### src/rtl/sr_cond_pkg.sv
// Shared types and defaults for the set/reset input conditioner.
// Latency: n/a (declarations only).
// Backpressure: n/a (declarations only).
package sr_cond_pkg;

  localparam int DEF_DEBOUNCE_CYCLES = 4;
  localparam int DEF_PULSE_CYCLES    = 1;

  // Counter widths cover the legal parameter ranges (2..255 and 1..15).
  localparam int DB_CNT_W    = 8;
  localparam int PULSE_CNT_W = 4;
  localparam int EVT_CNT_W   = 8;

  typedef enum logic [1:0] {
    IDLE      = 2'd0,
    SET_PULSE = 2'd1,
    CLR_PULSE = 2'd2
  } state_t;

endpackage

### src/rtl/sr_input_conditioner_if.sv
// Button-side and flip-flop-side signals of the conditioner.
// Latency: n/a (wires only).
// Backpressure: none; the downstream SR flip-flop always accepts s/r.
// Signals: set_btn/clr_btn raw requests, s/r pulses, busy status,
//          event_count only when SR_EVENT_CNT_EN is defined.
interface sr_input_conditioner_if;
  import sr_cond_pkg::*;

  logic set_btn;
  logic clr_btn;
  logic s;
  logic r;
  logic busy;
`ifdef SR_EVENT_CNT_EN
  logic [EVT_CNT_W-1:0] event_count;
`endif

`ifdef SR_EVENT_CNT_EN
  // master: the environment driving the buttons
  modport master (output set_btn, output clr_btn,
                  input s, input r, input busy, input event_count);
  // slave: the conditioner itself
  modport slave  (input set_btn, input clr_btn,
                  output s, output r, output busy, output event_count);
`else
  modport master (output set_btn, output clr_btn,
                  input s, input r, input busy);
  modport slave  (input set_btn, input clr_btn,
                  output s, output r, output busy);
`endif

endinterface

### src/rtl/sr_debounce.sv
// One channel: 2-flop synchronizer, stability counter, debounced level, rise strobe.
// Latency: level changes DEBOUNCE_CYCLES+2 edges after raw input settles; rise one-cycle registered strobe.
// Backpressure: none; strobe is fire-and-forget, the consumer must latch it.
// Ports: clock, reset_n, raw (async input), level (debounced), rise (1-cycle pulse on 0->1).
module sr_debounce
  import sr_cond_pkg::*;
#(
  parameter int DEBOUNCE_CYCLES = DEF_DEBOUNCE_CYCLES
) (
  input  logic clock,
  input  logic reset_n,
  input  logic raw,
  output logic level,
  output logic rise
);

  // The toggle fires on the edge that would make the count equal DEBOUNCE_CYCLES,
  // so the comparison is against one less.
  localparam logic [DB_CNT_W-1:0] CNT_LAST = DB_CNT_W'(DEBOUNCE_CYCLES - 1);

  logic                sync1;
  logic                sync2;
  logic [DB_CNT_W-1:0] cnt;

  always_ff @(posedge clock or negedge reset_n) begin
    if (!reset_n) begin
      sync1 <= 1'b0;
      sync2 <= 1'b0;
      cnt   <= '0;
      level <= 1'b0;
      rise  <= 1'b0;
    end else begin
      sync1 <= raw;
      sync2 <= sync1;
      rise  <= 1'b0;
      if (sync2 == level) begin
        cnt <= '0;
      end else if (cnt == CNT_LAST) begin
        cnt   <= '0;
        level <= ~level;
        rise  <= ~level;  // only a 0->1 toggle produces a strobe
      end else begin
        cnt <= cnt + DB_CNT_W'(1);
      end
    end
  end

endmodule

### src/rtl/sr_input_conditioner.sv
// Debounces set/clear pushbuttons and issues mutually exclusive s/r pulses to an SR flip-flop.
// Latency: s rises 2+DEBOUNCE_CYCLES+1 edges after the first edge sampling a stable press.
// Backpressure: one pending request per channel; repeat presses while pending are merged.
// Ports: clock, reset_n (async active-low), bus (slave modport: set_btn, clr_btn, s, r, busy).
// Optional: define SR_EVENT_CNT_EN to add bus.event_count, a saturating pulse counter.
module sr_input_conditioner
  import sr_cond_pkg::*;
#(
  parameter int DEBOUNCE_CYCLES = DEF_DEBOUNCE_CYCLES,
  parameter int PULSE_CYCLES    = DEF_PULSE_CYCLES
) (
  input  logic                   clock,
  input  logic                   reset_n,
  sr_input_conditioner_if.slave  bus
);

  localparam logic [PULSE_CNT_W-1:0] PULSE_LAST = PULSE_CNT_W'(PULSE_CYCLES - 1);

  logic set_level;
  logic clr_level;
  logic set_rise;
  logic clr_rise;

  sr_debounce #(.DEBOUNCE_CYCLES(DEBOUNCE_CYCLES)) u_db_set (
    .clock   (clock),
    .reset_n (reset_n),
    .raw     (bus.set_btn),
    .level   (set_level),
    .rise    (set_rise)
  );

  sr_debounce #(.DEBOUNCE_CYCLES(DEBOUNCE_CYCLES)) u_db_clr (
    .clock   (clock),
    .reset_n (reset_n),
    .raw     (bus.clr_btn),
    .level   (clr_level),
    .rise    (clr_rise)
  );

  state_t                 state;
  state_t                 state_nxt;
  logic [PULSE_CNT_W-1:0] pcnt;
  logic [PULSE_CNT_W-1:0] pcnt_nxt;
  logic                   pend_set;
  logic                   pend_clr;
  logic                   take_set;
  logic                   take_clr;
  logic                   s_q;
  logic                   r_q;

  // Leaving a pulse state always lands in IDLE, which guarantees the
  // one-cycle s=r=0 gap before the next pulse.
  always_comb begin
    state_nxt = state;
    pcnt_nxt  = pcnt;
    take_set  = 1'b0;
    take_clr  = 1'b0;
    case (state)
      IDLE: begin
        pcnt_nxt = '0;
        if (pend_clr) begin
          state_nxt = CLR_PULSE;
          take_clr  = 1'b1;
        end else if (pend_set) begin
          state_nxt = SET_PULSE;
          take_set  = 1'b1;
        end
      end
      SET_PULSE, CLR_PULSE: begin
        if (pcnt == PULSE_LAST) begin
          state_nxt = IDLE;
          pcnt_nxt  = '0;
        end else begin
          pcnt_nxt = pcnt + PULSE_CNT_W'(1);
        end
      end
      default: begin
        state_nxt = IDLE;
        pcnt_nxt  = '0;
      end
    endcase
  end

  // s/r are decoded from the next state and registered so they align with
  // the state register and never glitch.
  always_ff @(posedge clock or negedge reset_n) begin
    if (!reset_n) begin
      state    <= IDLE;
      pcnt     <= '0;
      pend_set <= 1'b0;
      pend_clr <= 1'b0;
      s_q      <= 1'b0;
      r_q      <= 1'b0;
    end else begin
      state    <= state_nxt;
      pcnt     <= pcnt_nxt;
      // A fresh edge in the same cycle a request is served stays pending.
      pend_set <= set_rise | (pend_set & ~take_set);
      pend_clr <= clr_rise | (pend_clr & ~take_clr);
      s_q      <= (state_nxt == SET_PULSE);
      r_q      <= (state_nxt == CLR_PULSE);
    end
  end

  assign bus.s    = s_q;
  assign bus.r    = r_q;
  assign bus.busy = (state != IDLE) | pend_set | pend_clr;

`ifdef SR_EVENT_CNT_EN
  logic [EVT_CNT_W-1:0] evt_cnt;

  // Counts on the edge that starts each pulse; holds at all-ones.
  always_ff @(posedge clock or negedge reset_n) begin
    if (!reset_n) begin
      evt_cnt <= '0;
    end else if ((take_set | take_clr) && (evt_cnt != {EVT_CNT_W{1'b1}})) begin
      evt_cnt <= evt_cnt + EVT_CNT_W'(1);
    end
  end

  assign bus.event_count = evt_cnt;
`endif

  // Levels are only consumed through their rise strobes.
  logic unused_levels;
  assign unused_levels = set_level ^ clr_level;

endmodule

### src/flat_wrapper.sv
// flat-port wrapper written by rule: the top's interface ports become plain ports
module sr_input_conditioner_flat import sr_cond_pkg::*;
#(
  parameter int DEBOUNCE_CYCLES = DEF_DEBOUNCE_CYCLES,
  parameter int PULSE_CYCLES    = DEF_PULSE_CYCLES
)
  (clock, reset_n, bus_set_btn, bus_clr_btn, bus_s, bus_r, bus_busy);
  sr_input_conditioner_if bus_i ();
  input  logic clock;
  input  logic reset_n;
  input wire logic [$bits(bus_i.set_btn)-1:0] bus_set_btn;
  input wire logic [$bits(bus_i.clr_btn)-1:0] bus_clr_btn;
  output wire logic [$bits(bus_i.s)-1:0] bus_s;
  output wire logic [$bits(bus_i.r)-1:0] bus_r;
  output wire logic [$bits(bus_i.busy)-1:0] bus_busy;
  assign bus_i.set_btn = bus_set_btn;
  assign bus_i.clr_btn = bus_clr_btn;
  assign bus_s = bus_i.s;
  assign bus_r = bus_i.r;
  assign bus_busy = bus_i.busy;
  sr_input_conditioner #(.DEBOUNCE_CYCLES(DEBOUNCE_CYCLES), .PULSE_CYCLES(PULSE_CYCLES)) u_core (.clock(clock), .reset_n(reset_n), .bus(bus_i));
endmodule
### config.mk
export PLATFORM = sky130hd
export DESIGN_NAME = sr_input_conditioner_flat
export DESIGN_NICKNAME = d
export VERILOG_FILES = /design/src/rtl/sr_cond_pkg.sv /design/src/rtl/sr_input_conditioner_if.sv /design/src/rtl/sr_debounce.sv /design/src/rtl/sr_input_conditioner.sv /design/src/flat_wrapper.sv
export SDC_FILE = /design/constraint.sdc
export NUM_CORES = 1
export LEC_CHECK = 0
export ABC_AREA = 1
export CAP_MARGIN = 20
export CORE_MARGIN = 3
export CORE_UTILIZATION = 40
export CTS_CLUSTER_SIZE = 8
export DETAILED_ROUTE_END_ITERATION = 8
export GPL_ROUTABILITY_DRIVEN = 1
export PLACE_DENSITY_LB_ADDON = 0.25
export REMOVE_ABC_BUFFERS = 1
export SKIP_LAST_GASP = 1
export SLEW_MARGIN = 20
export SYNTH_ARGS = -nofsm -noshare
export SYNTH_HDL_FRONTEND = slang
export SYNTH_SLANG_ARGS = --single-unit
### constraint.sdc
create_clock -name clock -period 2.9 [get_ports clock]
set_input_delay 0.29 -clock clock [delete_from_list [all_inputs] [get_ports clock]]
set_output_delay 0.29 -clock clock [all_outputs]
set_load 0.05 [all_outputs]
### Word-level counts from Yosys, hierarchy flattened

Index checks and enable logic that the tools add are counted.

| word-level totals | value |
|---|---|
| input bits | 4 |
| bits in registers | 34 |
| output and inout port bits | 3 |
| word-level logic and storage cells | 64 |

| operators by class | value |
|---|---|
| reductions and logical operators | 6 |
| $add $sub $neg | 3 |
| eq/ne operators | 8 |
| muxes and demuxes | 19 |
| bitwise operators | 12 |

Operator list:

| cell | number |
|---|---|
| 8-bit two-way mux | 4 |
| 8-bit by 1-bit adder with 8-bit output, second input constant | 2 |
| 8-bit by 2-bit == test with 1-bit output, second input constant | 2 |
| 1-bit two-way mux | 9 |
| 4-bit two-way mux | 2 |
| 2-bit two-way mux | 3 |
| 1-bit inverter | 6 |
| 4-bit by 1-bit adder with 4-bit output, second input constant | 1 |
| 2-bit by 1-bit == test with 1-bit output, second input constant | 2 |
| 2-bit == test, second input constant | 2 |
| 4-bit logical NOT | 1 |
| 1-bit bitwise OR | 4 |
| 2-bit one-hot mux with 2 select lines | 1 |
| 2-bit AND reduction | 2 |
| 1-bit AND | 2 |
| 1-bit == test | 2 |
| 2-bit logical NOT | 1 |
| 2-bit nonzero test | 1 |
| 2-bit OR reduction | 1 |

### Logic depth before layout (Yosys ltp)

Gate-level depths: netlist of the first run.

| logic depth | value |
|---|---|
| depth in word-level cells | 6 |
| mapped depth | 8 |

### By module

From an unflattened synthesis of the first run, not the netlist that was laid out.

| unflattened totals | value |
|---|---|
| cell total of the unflattened synthesis | 184 |
| area, all modules | 1595.3 sq um |

Modules (own cells, without submodules):

| module | area each (sq um) | sequential area each (sq um) | cells an instance | instances |
|---|---|---|---|---|
| sr_debounce | 545.5 | 300.3 | 64 | 2 |
| sr_input_conditioner | 504.2 | 250.2 | 56 | 1 |

### Worst setup path after synthesis of the first run

Ideal clock, no wire load.

| path | value |
|---|---|
| path kind | flip-flop to output port |
| from | reg u_core.state[0] |
| to | out bus_busy |
| stages on the path, launching flop included | 6 |
| buffers on the path | 0 |
| required time | 2.610 ns |
| arrival | 1.060 ns |
| slack | 1.550 ns |
| path through | dfrtp_1 inv_1 ha_1 inv_1 nor2_2 nand2_1 |

| on the way | value |
|---|---|
| cells in the longest elaborated chain, start to end | 3 |

RTL lines:

| what | line | text |
|---|---|---|
| from (decl) | sr_input_conditioner.sv:40 | `state_t state;` |
| from (signal assigned) | sr_input_conditioner.sv:95 | `state <= state_nxt;` |
| 2-bit nonzero test | sr_input_conditioner.sv:107 | `assign bus.busy = (state != IDLE) \| pend_set \| pend_clr;` |
| 1-bit bitwise OR (2 in a row) | sr_input_conditioner.sv:107 |  |
| to (decl) | flat_wrapper.sv:15 | `output wire logic [$bits(bus_i.busy)-1:0] bus_busy;` |

No other way between the ends.

### Worst setup path after layout of the first run

Same ends and word-level chain as after synthesis.

==> results.md, run 1 <==
- Status: finished clean
- Syn_area_per_cell: 8.51 sq um
- Most frequent cell after synthesis: nand2_1
- CP Launch Type: flop
- Critical Path Fanout Max: 3
- CTS max path bufs: 2
- Most common cell on crit path: inv_1
- EDFF count, synth: 0
- Worst path bufs/invs: 3
- WL final: 2330 um
- CP Capture Type: output pin
- Yosys warnings: 0
- Clk_skew: 6.55 ps
- RSZ-0062 raised after global routing: false
- Leakage: 0.000953 uW
- Row count: 22
- Worst min path class: flop to flop
- Area delta synth->final: 15.0%
- Fin crit period: 2200 ps
- Final Hold Vio Count: 0
- Final Setup Violations: 0
- Worst EP required: 2610 ps
- CP delay by family, top: buffers and inverters
- Pwr Total: 1420 uW
- Area of the core: 0.00377 sq mm
- Post-CTS Resized: 0
- H-tree Lvls: 2
- Worst-margin pin slew: 490 ps
- Num CTS Buffers: 5
- Nets: 212
- Clock sinks: 34
- Top post-synthesis cells by area: dfrtp_1 53%, nand2_1 11%, inv_1 8.2%
- Antenna viol nets, final: 0
- Post-synth top area share: 53.2%
- Post-synth ARST share: 100%
- Buffers added on ports: 6
- CP cell instances: inv_1 -> ha_1 -> inv_1 -> nor2_2 -> nand2_1 -> clkdlybuf4s50_1
- Die Y: 69.3 um
- Post-route clock period utilization: 75.8%
- Synth Register Bits: 34
- Worst Setup SP: u_core.state[0]
- Synth area leader: dfrtp_1
- Max rail drop VDD: 0.000472 V
- Via density: 4.28
- Post-CTS Setup Inserts: 0
- Worst hold start: u_core.u_db_clr.sync1
- Vias in the first global route: 1061
- Io pins: 7
- Final Util: 48.8%
- Largest net degree at the start of global routing: 35
- Routability cong.: 0.746
- First-iteration detailed-routing DRC count: 38
- Cts hold-fix bufs: 0
- CTS clk-pin slew, worst paths: 70 ps
- CTS tree: done
- Worst setup path class: flop to output pin
- # DRC: 0
- WL per Instance: 9.31 um
- Final cell count without fillers: 250
- Initial Util: 42.4%
- Placed cell count: 243
- Initial antenna violation count: 0
- Max-slew violation count: 0
- Drt first pass iters: 3
- Top cells by count, synth: 49 x nand2_1, 35 x inv_1, 34 x dfrtp_1
- Ant diodes: 0
- Arrival time worst endpoint: 1910 ps
- Slowest-stage cell, CP: clkdlybuf4s50_1
- Die area: 0.00480 sq mm
- Max cap viols: 0
- First-pass GRT wire length: 4580 um
- Fmax: 455 MHz
- Top FF cell, synth: dfrtp_1
- Pwr Density: 773 mW/mm^2
- Setup Total Neg Slack: 0 ps
- Rel. slew slack: 67.2%
- Sequential fraction of the synthesis area: 53.2%
- Mapped Cells: 188
- Proportion of layout cells with a drive suffix above 1: 13.4%
- Die Width: 69.3 um
- Root Driver: clkbuf_8
- Cell variety after synth: 17
- Area of the mapped netlist: 0.00160 sq mm
- Vias: 1070
- GR Overflow Total: 0
- Clk_lat worst skew: 290 ps
- Slowest stage delay, CP: 790 ps
- Tot GR Track Use: 12.2%
- Hpwl dp: 1670 um
- Worst R2R Start: u_core.state[0]
-- kinds of logic (layout without fill, tap and decap cells) --
group	Yosys count	after routing	share of synthesized area (%)
buffers and inverters	37	51	8.68
xor gates and xnor gates	8	8	4.38
and+or+nand+nor	95	95	25.8
DFF	34	34	53.2
adders and majority gates	6	6	4.69
AOI/OAI and AO/OA	8	8	3.28
-- per-layer routing --
layer	share of wire, %	up-vias	global-route usage, %
li1	-	580	-
met1	50	472	15.3
met2	43	11	17.3
met3	3.7	7	4.49
met4	3.5	0	8.46
met5	0	-	0
-- worst reg2reg max path: cells and delay by family, from the launching register on --
kind	cells	cell delay, ps
buffers and inverters	3	150
adders and majority gates	1	350
DFF	1	380
and+or+nand+nor	4	280
-- cell usage in the layout (no fill, tap or decap) --
cell type	n
nand2_2	4
xnor2_1	1
inv_1	35
bufinv_16	1
nand2_1	49
nor2_2	9
nand3_1	7
a21oi_2	2
nor3_2	2
o21ai_1	2
dfrtp_1	34
o21bai_1	2
inv_2	2
nor3_1	2
clkdlybuf4s50_1	6
xor2_1	7
clkbuf_8	6
ha_1	6
o21ai_0	2
buf_4	1
nor2_1	22
-- cell type report --
class                           instances  area (sq um)
Tap cell                               48          60.1
Clock inverter                          1          30.0
Fill cell                             368          1930
Clock buffer                            6          82.6
Inverter                               37           139
Sequential cell                        34           851
Timing Repair Buffer                    7          67.6
Multi-Input combinational cell        117           611
-- per-stage QoR --
stage	setup WS [ps]	cell area, sq um	hold slack [ps]
after floorplan	1550	1600	-5.59
after global placement	1040	1730	332
after detailed placement	1030	1730	335
after CTS	684	1840	348
after global routing	621	1840	349
final	702	1840	344
-- path summary, 6_finish.rpt --
path	endpoint	slack, ps	cells past startpoint
worst max-delay path	bus_busy	700	6
worst min-delay path	u_core.u_db_clr.sync2	340	0
worst max register to register	u_core.state[1]	1630	8
worst min register to register	u_core.u_db_clr.sync2	340	0
max in group asynchronous	u_core.u_db_clr.cnt[5]	2180	2
min in group asynchronous	u_core.bus.r	410	2
-- sequential cells by signal, indices dropped and copies added (netlist names) --
signal,cells
u_core.bus.s,1
u_core.state,2
u_core.u_db_clr.cnt,8
u_core.u_db_clr.sync1,1
u_core.u_db_set.rise,1
u_core.pend_set,1
u_core.bus.r,1
u_core.u_db_set.cnt,8
u_core.u_db_set.sync2,1
u_core.u_db_set.level,1
u_core.pend_clr,1
u_core.u_db_clr.level,1
u_core.u_db_clr.rise,1
u_core.u_db_set.sync1,1
u_core.pcnt,4
u_core.u_db_clr.sync2,1
-- power by group --
part	total, uW	internal [uW]	switching [uW]
Combinational	390	129	260
Sequential	598	545	53.0
Clock	436	275	161
Power figures use the tool's default switching activity.
==> inputs of run 2 (changes only) <==
==> constraint.sdc (replaced) <==
create_clock -name clock -period 2.1 [get_ports clock]
set_input_delay 0.21 -clock clock [delete_from_list [all_inputs] [get_ports clock]]
set_output_delay 0.21 -clock clock [all_outputs]
set_load 0.05 [all_outputs]
==> run 2 against run 1 <==
Effect of this change:
- die area stayed put
- combinational power is 37% higher
- critical endpoint is now bus_s
- power is 26% higher
- highest routed layer unchanged
==> results.md, run 2 (same netlist as run 1, synthesis figures left out) <==
- Status: finished clean (unchanged)
- Proportion of layout cells with a drive suffix above 1: 13.9% (was 13.4%)
- Final setup margin: 497 ps (was 702 ps)
- Row count: 22 (unchanged)
- Tot GR Track Use: 11.4% (was 12.2%)
- Worst EP required: 1890 ps (was 2610 ps)
- CTS clk-pin slew, worst paths: 60 ps (was 70 ps)
- CTS tree: done (unchanged)
- Clk_lat worst skew: 280 ps (was 290 ps)
- Post-route clock period utilization: 76.3%
- Most frequent cells in the layout: 49 x nand2_1, 35 x inv_1, 34 x dfrtp_1, 22 x nor2_1, 9 x nor2_2 (unchanged)
- Worst-margin pin slew: 490 ps (about the same)
- Initial Util: 42.4% (unchanged)
- Most common cell after layout, fill and taps aside: nand2_1 (unchanged)
- Hpwl dp: 1670 um (about the same)
- Fmax: 624 MHz
- WL per Instance: 9.14 um (was 9.31 um)
- Multi-input gate area: 611 sq um (unchanged)
- Initial antenna violation count: 0 (unchanged)
- Slowest-stage cell, CP: clkdlybuf4s50_1 (unchanged)
- Rel. slew slack: 67.2% (about the same)
- Nets: 212 (unchanged)
- Leakage: 0.000941 uW (was 0.000953 uW)
- CP cell instances: clkdlybuf4s50_1 (was inv_1 -> ha_1 -> inv_1 -> nor2_2 -> nand2_1 -> clkdlybuf4s50_1)
- Worst R2R Start: u_core.state[0] (unchanged)
- First-pass GRT wire length: 4350 um (was 4580 um)
- Io pins: 7 (unchanged)
- Vias in the first global route: 1002 (was 1061)
- CP Launch Type: flop (unchanged)
- Area taken by flip-flops and latches: 851 sq um (unchanged)
- # DRC: 0 (unchanged)
- Post-CTS Resized: 0 (unchanged)
- Max cap viols: 0 (unchanged)
- Via density: 4.24 (was 4.28)
- CP Capture Type: output pin (unchanged)
- Worst min path class: input pin to asynchronous set/reset pin (was flop to flop)
- Area delta synth->final: 12.7% (was 15.0%)
- Final Setup Violations: 0 (unchanged)
- Pwr Density: 994 mW/mm^2 (was 773 mW/mm^2)
- Post-CTS Setup Inserts: 0 (unchanged)
- Place WS: 794 ps (was 1030 ps)
- Ant diodes: 0 (unchanged)
- WL final: 2290 um (was 2330 um)
- CTS max path bufs: 2 (unchanged)
- Num CTS Buffers: 5 (unchanged)
- Worst Reg-to-Reg Cells: 8 (unchanged)
- RSZ-0062 raised after global routing: false (unchanged)
- Worst path bufs/invs: 1 (was 3)
- Area of the core: 0.00377 sq mm (unchanged)
- Critical Path Fanout Max: 1 (was 3)
- CP delay by family, top: buffers and inverters (unchanged)
- Die area: 0.00480 sq mm (unchanged)
- Vias: 1061 (was 1070)
- Routability cong.: 0.731 (was 0.746)
- GR Overflow Total: 0 (unchanged)
- Die Y: 69.3 um (unchanged)
- Final Hold Vio Count: 0 (unchanged)
- Worst hold slack: 337 ps (was 344 ps)
- Fin crit period: 1600 ps
- Antenna viol nets, final: 0 (unchanged)
- Max rail drop VDD: 0.000511 V (was 0.000472 V)
- Max-slew violation count: 0 (unchanged)
- Fillers: 360 (was 368)
- Slowest stage delay, CP: 790 ps (about the same)
- Cts hold-fix bufs: 0 (unchanged)
- Root Driver: clkbuf_8 (unchanged)
- Drt first pass iters: 4 (was 3)
- H-tree Lvls: 2 (unchanged)
- Arrival time worst endpoint: 1390 ps (was 1910 ps)
- Clock sinks: 34 (unchanged)
- Die Width: 69.3 um (unchanged)
- Largest net degree at the start of global routing: 35 (unchanged)
- Reg-to-Reg End: u_core.bus.r (was u_core.state[1])
- Setup Total Neg Slack: 0 ps (unchanged)
- Top Registers: u_core.u_db_clr.cnt: 8 flops, u_core.u_db_set.cnt: 8 flops, u_core.pcnt: 4 flops (unchanged)
- Clk_skew: 5.37 ps (was 6.55 ps)
- Buffers added on ports: 6 (unchanged)
- Worst setup path class: flop to output pin (unchanged)
- First-iteration detailed-routing DRC count: 51 (was 38)
- Reg2Reg Setup Slack: 870 ps (was 1630 ps)
==> run 2: cell count changes in the layout (fill, tap and decap cells not counted), sizes merged <==
| cell | delta |
|---|---|
| buf | +1 |
| bufinv | -1 |
| clkbuf | -1 |
| clkdlybuf4s50 | -1 |
| clkinv | +2 |
==> run 2: routing by layer <==
layer / track usage, % / share of wire, % / up-vias
li1: - / - / 579
met1: 15.2 / 53 / 466
met2: 16.0 / 41 / 11
met3: 4.49 / 4.3 / 5
met4: 5.64 / 1.8 / 0
met5: 0 / 0 / -
==> run 2: power by group <==
part,internal [uW],switching (uW),total [uW]
Sequential,753,70.9,824
Combinational,173,363,535
Clock,222,213,435
Total,1150,647,1790
==> run 2: how the worst max path moves through the flow <==
stage	start	end	slack, ps	cells past startpoint
after floorplan	u_core.state[0]	bus_busy	830	5
after global placement	u_core.bus.r	bus_r	800	1
after detailed placement	u_core.bus.s	bus_s	790	1
after CTS	u_core.bus.s	bus_s	480	1
after global routing	u_core.state[0]	bus_busy	410	6
final	u_core.bus.s	bus_s	500	1
==> run 2: area by class of cell <==
type	instances	share of cell area [%]
Clock buffer	5	3.81
Clock inverter	2	0.555
Inverter	37	7.70
Multi-Input combinational cell	117	33.8
Sequential cell	34	47.2
Tap cell	48	3.33
Timing Repair Buffer	7	3.61
==> run 2: through the flow <==
step           power (uW)  cell area (sq um)  util, %  instances
2_1_floorplan        1230               1600        -        188
6_report             1790               1800     47.8        250
5_1_grt              1950               1800     47.8        250
4_1_cts              1830               1800     47.8        250
3_3_place_gp         1370               1730     45.8        243
3_5_place_dp         1380               1730     45.8        243
==> run 2: worst register-to-register path: cells and delay by family, from the launching register on <==
kind	cells	cell delay, ps
DFF	1	360
adders and majority gates	1	340
and+or+nand+nor	5	330
buffers and inverters	2	90
